`config.mk`:
```
export PLATFORM = sky130hd
export DESIGN_NAME = ps2_scan_decoder_flat
export DESIGN_NICKNAME = d
export VERILOG_FILES = /design/src/rtl/ps2_scan_decoder_pkg.sv /design/src/rtl/ps2_scan_decoder_if.sv /design/src/rtl/ps2_event_fifo.sv /design/src/rtl/ps2_scan_decoder.sv /design/src/flat_wrapper.sv
export SDC_FILE = /design/constraint.sdc
export NUM_CORES = 1
export LEC_CHECK = 0
export ABC_AREA = 1
export CAP_MARGIN = 5
export CORE_ASPECT_RATIO = 1.5
export CORE_MARGIN = 5
export CORE_UTILIZATION = 26
export DETAILED_ROUTE_END_ITERATION = 16
export GPL_ROUTABILITY_DRIVEN = 1
export PLACE_DENSITY = 0.55
export SLEW_MARGIN = 15
export SYNTH_ARGS = -nofsm -noshare
export SYNTH_HDL_FRONTEND = slang
export SYNTH_HIERARCHICAL = 1
export SYNTH_SLANG_ARGS = --single-unit
```
`constraint.sdc`:
```
create_clock -name clock_fpga -period 3.3 [get_ports clock_fpga]
set_input_delay 0.66 -clock clock_fpga [delete_from_list [all_inputs] [get_ports clock_fpga]]
set_output_delay 0.66 -clock clock_fpga [all_outputs]
set_load 0.05 [all_outputs]
```
`src/rtl/ps2_scan_decoder_pkg.sv`:
```
// ps2_pkg: shared definitions for the PS/2 Set-2 scan decoder.
//   - byte constants for prefixes (E0/F0/E1), keyboard status bytes and the
//     two shift make codes
//   - decoder state enum
//   - layout of an event word as stored in the event FIFO
//   - ASCII lookup helper (only when PS2_ASCII_MAP_EN is defined)
// Optional feature macro: PS2_ASCII_MAP_EN (adds an 8-bit ASCII field to every
// event; without it an event word is 10 bits wide).
package ps2_pkg;

  localparam logic [7:0] CODE_E0      = 8'hE0;
  localparam logic [7:0] CODE_F0      = 8'hF0;
  localparam logic [7:0] CODE_E1      = 8'hE1;
  localparam logic [7:0] CODE_FA      = 8'hFA;
  localparam logic [7:0] CODE_AA      = 8'hAA;
  localparam logic [7:0] CODE_EE      = 8'hEE;
  localparam logic [7:0] CODE_FE      = 8'hFE;
  localparam logic [7:0] CODE_00      = 8'h00;
  localparam logic [7:0] CODE_FF      = 8'hFF;
  localparam logic [7:0] CODE_LSHIFT  = 8'h12;
  localparam logic [7:0] CODE_RSHIFT  = 8'h59;

  typedef enum logic [2:0] {
    ST_IDLE,
    ST_EXT,
    ST_BRK,
    ST_EXT_BRK,
    ST_SKIP
  } state_t;

  // Event word layout: {[ascii,] extended, released, code}
  localparam int EV_CODE_LSB = 0;
  localparam int EV_CODE_W   = 8;
  localparam int EV_REL_BIT  = 8;
  localparam int EV_EXT_BIT  = 9;
`ifdef PS2_ASCII_MAP_EN
  localparam int EV_ASCII_LSB = 10;
  localparam int EV_W         = 18;
`else
  localparam int EV_W         = 10;
`endif

  // Bytes the keyboard sends about itself rather than about a key.
  function automatic logic is_status(input logic [7:0] b);
    return (b == CODE_FA) || (b == CODE_AA) || (b == CODE_EE) ||
           (b == CODE_FE) || (b == CODE_00) || (b == CODE_FF);
  endfunction

  function automatic logic is_prefix(input logic [7:0] b);
    return (b == CODE_E0) || (b == CODE_F0) || (b == CODE_E1);
  endfunction

`ifdef PS2_ASCII_MAP_EN
  // Letters honour shift; digits and the few control keys ignore it.
  function automatic logic [7:0] ascii_lookup(input logic [7:0] code,
                                              input logic       shift);
    logic [7:0] ch;
    logic       letter;
    ch     = 8'h00;
    letter = 1'b1;
    case (code)
      8'h1C: ch = 8'h61;  8'h32: ch = 8'h62;  8'h21: ch = 8'h63;
      8'h23: ch = 8'h64;  8'h24: ch = 8'h65;  8'h2B: ch = 8'h66;
      8'h34: ch = 8'h67;  8'h33: ch = 8'h68;  8'h43: ch = 8'h69;
      8'h3B: ch = 8'h6A;  8'h42: ch = 8'h6B;  8'h4B: ch = 8'h6C;
      8'h3A: ch = 8'h6D;  8'h31: ch = 8'h6E;  8'h44: ch = 8'h6F;
      8'h4D: ch = 8'h70;  8'h15: ch = 8'h71;  8'h2D: ch = 8'h72;
      8'h1B: ch = 8'h73;  8'h2C: ch = 8'h74;  8'h3C: ch = 8'h75;
      8'h2A: ch = 8'h76;  8'h1D: ch = 8'h77;  8'h22: ch = 8'h78;
      8'h35: ch = 8'h79;  8'h1A: ch = 8'h7A;
      default: letter = 1'b0;
    endcase
    if (letter) begin
      return shift ? (ch - 8'h20) : ch;
    end
    case (code)
      8'h45: ch = 8'h30;  8'h16: ch = 8'h31;  8'h1E: ch = 8'h32;
      8'h26: ch = 8'h33;  8'h25: ch = 8'h34;  8'h2E: ch = 8'h35;
      8'h36: ch = 8'h36;  8'h3D: ch = 8'h37;  8'h3E: ch = 8'h38;
      8'h46: ch = 8'h39;
      8'h29: ch = 8'h20;
      8'h5A: ch = 8'h0D;
      8'h66: ch = 8'h08;
      default: ch = 8'h00;
    endcase
    return ch;
  endfunction
`endif

endpackage

```
`src/rtl/ps2_scan_decoder_if.sv`:
```
// ps2_scan_decoder_if: byte-in / event-out bundle of the scan decoder.
//   code_in, code_valid : raw scan byte and its one-cycle strobe
//   ev_valid, ev_ready  : event handshake toward the application
//   ev_code, ev_released, ev_extended, ev_ascii : head event fields
//   status_ack, kbd_error, overflow : keyboard status and error flags
// modport slave  : the decoder side
// modport master : the receiver/application side
// Optional feature macro: PS2_ASCII_MAP_EN (ev_ascii is always present).
interface ps2_scan_decoder_if;
  logic [7:0] code_in;
  logic       code_valid;
  logic       ev_valid;
  logic       ev_ready;
  logic [7:0] ev_code;
  logic       ev_released;
  logic       ev_extended;
  logic [7:0] ev_ascii;
  logic       status_ack;
  logic       kbd_error;
  logic       overflow;

  modport slave (
    input  code_in, code_valid, ev_ready,
    output ev_valid, ev_code, ev_released, ev_extended, ev_ascii,
           status_ack, kbd_error, overflow
  );

  modport master (
    output code_in, code_valid, ev_ready,
    input  ev_valid, ev_code, ev_released, ev_extended, ev_ascii,
           status_ack, kbd_error, overflow
  );
endinterface

```
`src/rtl/ps2_event_fifo.sv`:
```
// ps2_event_fifo: small synchronous FIFO holding decoded key events.
//   clk, rst   : clock, asynchronous active-high reset
//   push, push_data, full : write side (push while full without pop is ignored)
//   pop, empty, head      : read side; head is the stored word at the read
//                           pointer and stays put until popped
// A push and a pop in the same cycle always both take effect when the FIFO is
// full; when empty only the push happens.
// Optional feature macro: none (width comes from the WIDTH parameter).
module ps2_event_fifo #(
  parameter int DEPTH = 4,
  parameter int WIDTH = 10
) (
  input  logic             clk,
  input  logic             rst,
  input  logic             push,
  input  logic [WIDTH-1:0] push_data,
  input  logic             pop,
  output logic             full,
  output logic             empty,
  output logic [WIDTH-1:0] head
);

  localparam int PTR_W = $clog2(DEPTH);
  localparam int CNT_W = PTR_W + 1;

  logic [WIDTH-1:0] mem_q [DEPTH];
  logic [WIDTH-1:0] mem_d [DEPTH];
  logic [PTR_W-1:0] wr_q, wr_d, rd_q, rd_d;
  logic [CNT_W-1:0] cnt_q, cnt_d;
  logic             do_push, do_pop;

  assign full  = (cnt_q == CNT_W'(DEPTH));
  assign empty = (cnt_q == '0);
  assign head  = mem_q[rd_q];

  // When full, a simultaneous pop frees the slot being written (wr == rd),
  // and the consumer has already seen the old head this cycle.
  always_comb begin
    do_pop  = pop && !empty;
    do_push = push && (!full || do_pop);
    mem_d   = mem_q;
    wr_d    = wr_q;
    rd_d    = rd_q;
    cnt_d   = cnt_q;
    if (do_push) begin
      mem_d[wr_q] = push_data;
      wr_d        = wr_q + 1'b1;
    end
    if (do_pop) begin
      rd_d = rd_q + 1'b1;
    end
    case ({do_push, do_pop})
      2'b10:   cnt_d = cnt_q + 1'b1;
      2'b01:   cnt_d = cnt_q - 1'b1;
      default: cnt_d = cnt_q;
    endcase
  end

  always_ff @(posedge clk or posedge rst) begin
    if (rst) begin
      for (int i = 0; i < DEPTH; i++) begin
        mem_q[i] <= '0;
      end
      wr_q  <= '0;
      rd_q  <= '0;
      cnt_q <= '0;
    end else begin
      mem_q <= mem_d;
      wr_q  <= wr_d;
      rd_q  <= rd_d;
      cnt_q <= cnt_d;
    end
  end

endmodule

```
`src/rtl/ps2_scan_decoder.sv`:
```
// ps2_scan_decoder: folds a raw Set-2 scan byte stream into key events.
//   clock_fpga : system clock (rising edge)
//   reset      : asynchronous active-high reset
//   bus        : ps2_scan_decoder_if.slave
//                in : code_in/code_valid (receiver bytes), ev_ready
//                out: ev_valid + head event fields, status_ack (pulse on FA),
//                     kbd_error (sticky), overflow (sticky, event dropped)
// Prefixes E0/F0 are merged into the following code; E1 starts the Pause
// sequence whose remaining PAUSE_SKIP bytes are swallowed.
// Optional feature macro: PS2_ASCII_MAP_EN (shift tracking + ASCII per event;
// otherwise ev_ascii is tied to 8'h00).
module ps2_scan_decoder
  import ps2_pkg::*;
#(
  parameter int FIFO_DEPTH = 4,
  parameter int PAUSE_SKIP = 7
) (
  input  logic              clock_fpga,
  input  logic              reset,
  ps2_scan_decoder_if.slave bus
);

  localparam int SKIP_W = (PAUSE_SKIP > 0) ? $clog2(PAUSE_SKIP + 1) : 1;

  state_t            state_q, state_d;
  logic [SKIP_W-1:0] skip_q, skip_d;
  logic              ack_q, ack_d;
  logic              err_q, err_d;
  logic              ovf_q, ovf_d;
  logic              push, push_ext, push_rel;
  logic [EV_W-1:0]   push_data;
  logic [EV_W-1:0]   head;
  logic              fifo_full, fifo_empty, pop;

  assign pop = bus.ev_valid && bus.ev_ready;

  // Decoder: prefix bookkeeping and event generation, one byte per strobe.
  always_comb begin
    state_d  = state_q;
    skip_d   = skip_q;
    ack_d    = 1'b0;
    err_d    = err_q;
    push     = 1'b0;
    push_ext = 1'b0;
    push_rel = 1'b0;
    if (bus.code_valid) begin
      case (state_q)
        ST_IDLE, ST_EXT: begin
          if (bus.code_in == CODE_E0) begin
            state_d = ST_EXT;
          end else if (bus.code_in == CODE_F0) begin
            state_d = (state_q == ST_EXT) ? ST_EXT_BRK : ST_BRK;
          end else if ((bus.code_in == CODE_E1) && (state_q == ST_IDLE)) begin
            state_d = ST_SKIP;
            skip_d  = SKIP_W'(PAUSE_SKIP);
          end else if (is_status(bus.code_in)) begin
            ack_d   = (bus.code_in == CODE_FA);
            err_d   = err_q || (bus.code_in == CODE_FE) ||
                      (bus.code_in == CODE_00) || (bus.code_in == CODE_FF);
            state_d = ST_IDLE;
          end else begin
            push     = 1'b1;
            push_ext = (state_q == ST_EXT);
            state_d  = ST_IDLE;
          end
        end
        ST_BRK, ST_EXT_BRK: begin
          state_d = ST_IDLE;
          // A prefix or status byte where a key code belongs aborts the break.
          if (is_status(bus.code_in) || is_prefix(bus.code_in)) begin
            err_d = err_q || (bus.code_in == CODE_00) || (bus.code_in == CODE_FF);
          end else begin
            push     = 1'b1;
            push_rel = 1'b1;
            push_ext = (state_q == ST_EXT_BRK);
          end
        end
        ST_SKIP: begin
          if (skip_q <= SKIP_W'(1)) begin
            skip_d  = '0;
            state_d = ST_IDLE;
          end else begin
            skip_d = skip_q - 1'b1;
          end
        end
        default: state_d = ST_IDLE;
      endcase
    end
    ovf_d = ovf_q || (push && fifo_full && !pop);
  end

`ifdef PS2_ASCII_MAP_EN
  logic shift_l_q, shift_l_d, shift_r_q, shift_r_d;

  // Shift keys still become events; they also steer the letter case.
  // The ASCII of an event uses the shift state from before that event.
  always_comb begin
    shift_l_d = shift_l_q;
    shift_r_d = shift_r_q;
    if (push && !push_ext && (bus.code_in == CODE_LSHIFT)) shift_l_d = !push_rel;
    if (push && !push_ext && (bus.code_in == CODE_RSHIFT)) shift_r_d = !push_rel;
    push_data = {(push_ext || push_rel) ? 8'h00
                   : ascii_lookup(bus.code_in, shift_l_q || shift_r_q),
                 push_ext, push_rel, bus.code_in};
  end

  always_ff @(posedge clock_fpga or posedge reset) begin
    if (reset) begin
      shift_l_q <= 1'b0;
      shift_r_q <= 1'b0;
    end else begin
      shift_l_q <= shift_l_d;
      shift_r_q <= shift_r_d;
    end
  end

  assign bus.ev_ascii = head[EV_ASCII_LSB +: 8];
`else
  always_comb begin
    push_data = {push_ext, push_rel, bus.code_in};
  end

  assign bus.ev_ascii = 8'h00;
`endif

  // Decoder state, status pulse and sticky flags.
  always_ff @(posedge clock_fpga or posedge reset) begin
    if (reset) begin
      state_q <= ST_IDLE;
      skip_q  <= '0;
      ack_q   <= 1'b0;
      err_q   <= 1'b0;
      ovf_q   <= 1'b0;
    end else begin
      state_q <= state_d;
      skip_q  <= skip_d;
      ack_q   <= ack_d;
      err_q   <= err_d;
      ovf_q   <= ovf_d;
    end
  end

  ps2_event_fifo #(
    .DEPTH (FIFO_DEPTH),
    .WIDTH (EV_W)
  ) u_fifo (
    .clk       (clock_fpga),
    .rst       (reset),
    .push      (push),
    .push_data (push_data),
    .pop       (pop),
    .full      (fifo_full),
    .empty     (fifo_empty),
    .head      (head)
  );

  assign bus.ev_valid    = !fifo_empty;
  assign bus.ev_code     = head[EV_CODE_LSB +: EV_CODE_W];
  assign bus.ev_released = head[EV_REL_BIT];
  assign bus.ev_extended = head[EV_EXT_BIT];
  assign bus.status_ack  = ack_q;
  assign bus.kbd_error   = err_q;
  assign bus.overflow    = ovf_q;

endmodule

```
`src/flat_wrapper.sv`:
```
// flat-port wrapper written by rule: the top's interface ports become plain ports
module ps2_scan_decoder_flat import ps2_pkg::*;
#(
  parameter int FIFO_DEPTH = 4,
  parameter int PAUSE_SKIP = 7
)
  (clock_fpga, reset, bus_code_in, bus_code_valid, bus_ev_ready, bus_ev_valid, bus_ev_code, bus_ev_released, bus_ev_extended, bus_ev_ascii, bus_status_ack, bus_kbd_error, bus_overflow);
  ps2_scan_decoder_if bus_i ();
  input  logic clock_fpga;
  input  logic reset;
  input wire logic [$bits(bus_i.code_in)-1:0] bus_code_in;
  input wire logic [$bits(bus_i.code_valid)-1:0] bus_code_valid;
  input wire logic [$bits(bus_i.ev_ready)-1:0] bus_ev_ready;
  output wire logic [$bits(bus_i.ev_valid)-1:0] bus_ev_valid;
  output wire logic [$bits(bus_i.ev_code)-1:0] bus_ev_code;
  output wire logic [$bits(bus_i.ev_released)-1:0] bus_ev_released;
  output wire logic [$bits(bus_i.ev_extended)-1:0] bus_ev_extended;
  output wire logic [$bits(bus_i.ev_ascii)-1:0] bus_ev_ascii;
  output wire logic [$bits(bus_i.status_ack)-1:0] bus_status_ack;
  output wire logic [$bits(bus_i.kbd_error)-1:0] bus_kbd_error;
  output wire logic [$bits(bus_i.overflow)-1:0] bus_overflow;
  assign bus_i.code_in = bus_code_in;
  assign bus_i.code_valid = bus_code_valid;
  assign bus_i.ev_ready = bus_ev_ready;
  assign bus_ev_valid = bus_i.ev_valid;
  assign bus_ev_code = bus_i.ev_code;
  assign bus_ev_released = bus_i.ev_released;
  assign bus_ev_extended = bus_i.ev_extended;
  assign bus_ev_ascii = bus_i.ev_ascii;
  assign bus_status_ack = bus_i.status_ack;
  assign bus_kbd_error = bus_i.kbd_error;
  assign bus_overflow = bus_i.overflow;
  ps2_scan_decoder #(.FIFO_DEPTH(FIFO_DEPTH), .PAUSE_SKIP(PAUSE_SKIP)) u_core (.clock_fpga(clock_fpga), .reset(reset), .bus(bus_i));
endmodule
```
==> run summary, run 1 <==
Outcome: completed
Post-Synth Adder-Cell Area: 3.27%
GRT Max-Usage Layer: met2
Worst path cell trace: inv_2, nor2_1, o22ai_1, clkdlybuf4s50_1
Most frequent cells in the layout: 119 x nand2_1, 56 x dfrtp_1, 43 x nand4_1
Initial antenna violation count: 0
Most common cell after layout, fill and taps aside: nand2_1
PD cells: 873 nW/um2
Setup CP Type: reg -> out
Worst slack, placed: 0.0163 ns
Root buffer cell: clkbuf_16
Crit path required time: 2.64 ns
Design area: 3830 um2
Tot GR Track Use: 11.8%
Layout area overhead: 16.3%
CTS buffer count: 5
Top post-synthesis cells by area: dfrtp_1 43%, nand2_1 14%, nand4_1 8.2%
Worst slew margin: 59.0%
Final ANT Viol Nets: 0
Fin Clk Skew: 0.00630 ns
First-pass GRT wire length: 14.2 mm
Worst-Margin Slew: 0.616 ns
CP endpoint kind: output pin
Placer Congestion: 0.879
WL per Instance: 13.9 um
Yosys warnings: 6
Via count: 2832
Post-Synth Simple-Gate Area: 34.9%
Post-Route WL: 8.30 mm
Post-route setup TNS: 0 ns
Antenna cell count: 0
Clock Path Buffers: 2
DRT iter0 DRCs: 182
Layout cells sized above 1: 12.9%
Syn_area_per_cell: 7.88 um2
Length of the first detailed-routing pass in iterations: 5
Drt via density: 4.73
GR met1 Demand/Resource: 14.8%
Design Power: 0.00334 W
HPWL after DPL: 5.87 mm
Unique masters post-synth: 34
Post-cts sizing count: 0
Worst-path fanout max: 21
Hold Buf Count CTS: 0
Worst path max stage delay: 0.84 ns
Clk_lat worst skew: 0.29 ns
RSZ-0062 raised after global routing: no
Tcrit/Tclk final: 93.8%
Compound-cell area share of the yosys netlist: 8.13%
Final setup margin: 0.206 ns
Seq/Total Area, Yosys: 42.6%
Area leader, netlist: dfrtp_1
Port bufs: 25
Asr flop ratio synth: 100%
Largest net degree at the start of global routing: 48
Post CTS Setup Buffer Count: 0
Post-layout util: 30.8%
CTS tree: done
Chip width: 102 um
Post-synthesis mux area share: 0%
Worst-path clk slew: 0.07 ns
Fillers: 1303
Hold WC Path Type: reg -> reg
Max VDD drop: 0.237 mV
Arrival time at the worst endpoint: 2.43 ns
Synthesized cell area: 3290 um2
Met2 usage: 20.2%
Tmin final: 3.09 ns
Synth Instances: 418
Post-placement cell area: 3690 um2
Vias in the first global route: 2786
Leak: 1.88 nW
Total of max-cap violations: 0
Number of enable flip-flop cells after synthesis: 0
Die area: 15100 um2
Core Area: 12400 um2
Nets: 463
Post-synthesis xor/xnor area fraction: 1.06%
Largest family of logic cells by synthesized area: simple AND/OR/NAND/NOR gates
Initial Util: 26.5%
Post-synth top flop: dfrtp_1
Htree depth: 2
Row count: 50
Post-synth top area share: 42.6%
Clock Sinks: 56
Die Y: 148 um
IO Count: 34
Congestion Overflow GR: 0
Number of synthesized register bits: 56
Startpoint type of the worst setup path: register
Slowest CP cell: clkdlybuf4s50_1
Final setup violation count: 0
Drc violations: 0
Grt met3 use: 2.08%
Hold Vio Cnt, Final: 0
Max-slew violations: 0
Fmax: 0.323 GHz
## per-stage QoR
step	std cells	hold WS, ns
final	599	0.473
after global routing	599	0.489
after CTS	599	0.474
after detailed placement	592	0.455
after global placement	592	0.449
after floorplan	425	0.437
## power by group
group          internal [W]  switching (W)
clock              0.000276       0.000241
sequential         0.000915       0.000166
combinational      0.000565        0.00118
## final cells by class
cell class | instances | area (um2) | share of cell area, %
Clock buffer | 5 | 125 | 3.27
Clock inverter | 2 | 12.5 | 0.327
Inverter | 40 | 150 | 3.92
Multi-Input combinational cell | 302 | 1600 | 41.8
Sequential cell | 56 | 1400 | 36.6
Tap cell | 156 | 195 | 5.09
Timing Repair Buffer | 38 | 345 | 9.01
## routing by layer
metal,routed length [um],up-vias
met1,3540,1354
met4,130,0
li1,-,1410
met2,4260,59
met3,370,9
met5,0,-
## cell usage after synthesis (5+ instances only)
cell     count
dfrtp_1     56
buf_2       10
buf_4        9
ha_1         7
o21ai_0     16
nor2_1      36
nor2_2       7
nand3_1      5
inv_1       34
o21ai_1     11
nand4_1     43
o22ai_1     10
nand2_1    119
nand2_2      9
inv_2        5
## worst max-delay path, delay by kind of cell, from the launching register on
family / cells / cell delay (ns)
compound gates: 1 / 0.23
buf+inv: 2 / 1.26
flops: 1 / 0.55
simple gates: 1 / 0.08
## logic make-up (layout without fill, tap and decap cells)
family	after synthesis	in the layout
xor+xnor	4	4
fa+ha+maj	8	8
flops	56	56
other cells	1	8
buf+inv	67	85
compound gates	47	47
simple gates	235	235
## state kept, by name, summed over array words and instances (netlist names)
name,cells
u_core/bus.kbd_error,1
u_core/bus.overflow,1
u_core/bus.status_ack,1
u_core/skip_q,3
u_core/state_q,3
u_core/u_fifo/cnt_q,3
u_core/u_fifo/mem_q,40
u_core/u_fifo/rd_q,2
u_core/u_fifo/wr_q,2
## final timing paths
check / startpoint / endpoint / slack (ns) / cells after the start
worst max-delay path: u_core/u_fifo/rd_q[0]$_DFFE_PP0P_ / bus_ev_extended / 0.21 / 4
worst min-delay path: u_core/u_fifo/mem_q[17]$_DFFE_PP0P_ / u_core/u_fifo/mem_q[17]$_DFFE_PP0P_ / 0.47 / 2
worst max register to register: u_core/state_q[0]$_DFFE_PP0P_ / u_core/u_fifo/cnt_q[2]$_DFFE_PP0P_ / 0.89 / 14
worst min register to register: u_core/u_fifo/mem_q[17]$_DFFE_PP0P_ / u_core/u_fifo/mem_q[17]$_DFFE_PP0P_ / 0.47 / 2
max in group asynchronous: reset / u_core/u_fifo/mem_q[38]$_DFFE_PP0P_ / 2.02 / 3
min in group asynchronous: reset / u_core/skip_q[2]$_DFFE_PP0P_ / 0.66 / 2
Note: power is estimated with default switching activity, not from simulation.
==> inputs of run 2 (changes only) <==
--- a/config.mk
+++ b/config.mk
@@ -5,7 +5,6 @@
 export SDC_FILE = /design/constraint.sdc
 export NUM_CORES = 1
 export LEC_CHECK = 0
-export ABC_AREA = 1
 export CAP_MARGIN = 5
 export CORE_ASPECT_RATIO = 1.5
 export CORE_MARGIN = 5
@@ -13,7 +12,7 @@
 export DETAILED_ROUTE_END_ITERATION = 16
 export GPL_ROUTABILITY_DRIVEN = 1
 export PLACE_DENSITY = 0.55
-export SLEW_MARGIN = 15
+export SLEW_MARGIN = 40
 export SYNTH_ARGS = -nofsm -noshare
 export SYNTH_HDL_FRONTEND = slang
 export SYNTH_HIERARCHICAL = 1
==> run summary, run 2 <==
Area leader, netlist: dfrtp_1
Congestion Overflow GR: 0
Max VDD drop: 0.478 mV
Comb pwr share: 46.8%
Fmax: 0.332 GHz
Yosys warnings: 6
Worst reg2reg path startpoint: u_core/u_fifo/cnt_q[0]$_DFFE_PP0P_
Arrival time at the worst endpoint: 3.23 ns
Hold path cells: 1
Count leader, synth: dfrtp_1
Chip width: 95.6 um
Largest family of logic cells by synthesized area: multiplexers
Startpoint type of the worst setup path: input port
Post-Synth Adder-Cell Area: 3.77%
Nets: 298
Worst-Margin Slew: 0.527 ns
IO Count: 34
Final ANT Viol Nets: 0
Post-synth top area share: 49.1%
Post-synthesis mux area share: 24.4%
Post-layout util: 33.8%
Post-Synth Simple-Gate Area: 10.6%
Die Y: 138 um
Commonest cells in the synthesized netlist: 56 x dfrtp_1, 41 x mux2_2, 12 x inv_1, 12 x nand2_1, 10 x mux4_2
R2R setup slack: 0.66 ns
Layout area overhead: 28.8%
Tmin final: 3.01 ns
Clock Path Buffers: 2
WHS Endpoint: u_core/bus.kbd_error$_DFFE_PP0P_
DRT iter0 DRCs: 87
Number of synthesized register bits: 56
Final setup margin: 0.288 ns
Worst path max stage delay: 0.52 ns
Worst path cell trace: clkdlybuf4s50_1, nor2_1, o2111ai_1, and3_4, and2_2, or2b_2, ha_1, inv_1, fa_1, xor2_1, nor2_1, xor2_1
Reg area: 1400 um2
Worst slack, placed: -0.197 ns
Worst slew margin: 64.8%
Asr flop ratio synth: 100%
Placer Congestion: 0.783
Outcome: completed
Most frequent cells in the layout: 56 x dfrtp_1, 41 x mux2_2, 32 x buf_4
CP endpoint kind: register
Post-Route WL: 6.24 mm
Largest register FFs: 40
Largest net degree at the start of global routing: 25
Design area: 3680 um2
Core Area: 10900 um2
Drc violations: 0
HPWL after DPL: 4.82 mm
Post-placement cell area: 3480 um2
Drt via density: 4.46
Unique masters post-synth: 51
Post CTS Setup Buffer Count: 0
Synthesized cell area: 2860 um2
Biggest register: u_core/u_fifo/mem_q
Initial antenna violation count: 0
Worst-path fanout max: 5
Crit path max-delay family: simple AND/OR/NAND/NOR gates
CTS tree: done
Layout cells sized above 1: 38.4%
Antenna cell count: 0
Hold Vio Cnt, Final: 0
Compound-cell area share of the yosys netlist: 5.83%
PD cells: 919 nW/um2
Multi-input logic area: 1360 um2
Vias in the first global route: 2100
WP buf/inv: 2
RSZ-0062 raised after global routing: no
Length of the first detailed-routing pass in iterations: 4
Port bufs: 25
Clock Sinks: 56
Leak: 1.67 nW
Syn_area_per_cell: 13.0 um2
Root buffer cell: clkbuf_16
Clock share of power: 18.4%
Post-route setup TNS: 0 ns
Clk_lat worst skew: 0.30 ns
Worst-path clk slew: 0.07 ns
Setup CP Type: in -> reg
Post-cts sizing count: 0
Hold Buf Count CTS: 0
Post-synth top flop: dfrtp_1
Total of max-cap violations: 0
Worst reg2reg path depth: 10
Top post-synthesis cells by area: dfrtp_1 49%, mux2_2 16%, mux4_2 7.9%
Tcrit/Tclk final: 91.3%
Seq/Total Area, Yosys: 49.1%
Sw Pwr: 0.00128 W
CTS buffer count: 5
Number of enable flip-flop cells after synthesis: 0
Post-synthesis xor/xnor area fraction: 1.84%
Sequential power share: 34.8%
Slowest CP cell: clkdlybuf4s50_1
FF-to-FF End: u_core/u_fifo/cnt_q[2]$_DFFE_PP0P_
Tot GR Track Use: 10.3%
Internal power: 0.00210 W
Most common cell after layout, fill and taps aside: dfrtp_1
Max-slew violations: 0
Hold WC Path Type: reg -> reg
Fillers: 1099
Via count: 1899
First-pass GRT wire length: 10.5 mm
WL per Instance: 14.6 um
Initial Util: 26.2%
Die area: 13200 um2
Row count: 47
Switching share of power: 37.9%
Crit path required time: 3.52 ns
Final setup violation count: 0
Fin Clk Skew: 0.00344 ns
Synth Instances: 219
Htree depth: 2
Worst hold start: u_core/bus.kbd_error$_DFFE_PP0P_
[run 2: worst max-delay path by stage]
stage,slack [ns],end,from,cells after the start
global placement,-0.12,u_core/u_fifo/cnt_q[2]$_DFFE_PP0P_,bus_code_in[4],12
CTS,0.08,u_core/u_fifo/cnt_q[2]$_DFFE_PP0P_,bus_code_in[3],12
global route,0.08,u_core/u_fifo/cnt_q[2]$_DFFE_PP0P_,bus_code_in[0],12
detailed placement,-0.20,u_core/u_fifo/cnt_q[2]$_DFFE_PP0P_,bus_code_in[3],12
floorplan,0.51,u_core/u_fifo/cnt_q[2]$_DFFE_PP0P_,bus_code_in[5],11
finish,0.29,u_core/u_fifo/cnt_q[2]$_DFFE_PP0P_,bus_code_in[0],12
[run 2: worst reg2reg max path: cells and delay by family, from the launching register on]
kind,cells,cell delay [ns]
and+or+nand+nor,5,1.13
adders and majority gates,2,0.61
DFF,1,0.45
xor gates and xnor gates,2,0.32
buffers and inverters,1,0.07
[run 2: layer usage]
layer	vias up	wire, um	global-route usage [%]
met1	965	2700	12.4
met4	0	102	4.05
li1	896	-	-
met3	8	226	2.50
met2	30	3200	17.4
met5	-	0	0
[run 2: kinds of logic after synthesis]
group | count (synthesis)
xor gates and xnor gates | 6
buffers and inverters | 24
AOI/OAI and AO/OA | 22
adders and majority gates | 8
muxes | 52
other | 1
and+or+nand+nor | 50
DFF | 56
[run 2: layout make-up]
| type | count | share of cell area (%) |
|---|---|---|
| clock inverter | 2 | 1.05 |
| clock buffer | 6 | 3.78 |
| multi-input combinational | 146 | 37.0 |
| timing repair buffer | 57 | 13.8 |
| tap | 147 | 5.00 |
| inverter | 12 | 1.22 |
| sequential | 56 | 38.1 |
[run 2: power groups by stage]
stage | sequential, W | clock [W] | combinational (W)
2_1_floorplan | 0.00113 | 0 | 0.00117
6_report | 0.00118 | 0.000622 | 0.00158
5_1_grt | 0.00122 | 0.000675 | 0.00171
4_1_cts | 0.00118 | 0.000644 | 0.00161
3_3_place_gp | 0.00118 | 0 | 0.00158
3_5_place_dp | 0.00120 | 0 | 0.00160
[run 2: stage by stage]
stage | instances | hold WS [ns] | power, W
after floorplan | 226 | 0.475 | 0.00229
after global placement | 418 | 0.484 | 0.00276
after detailed placement | 418 | 0.476 | 0.00280
after CTS | 426 | 0.495 | 0.00344
after global routing | 426 | 0.512 | 0.00361
final | 426 | 0.486 | 0.00338
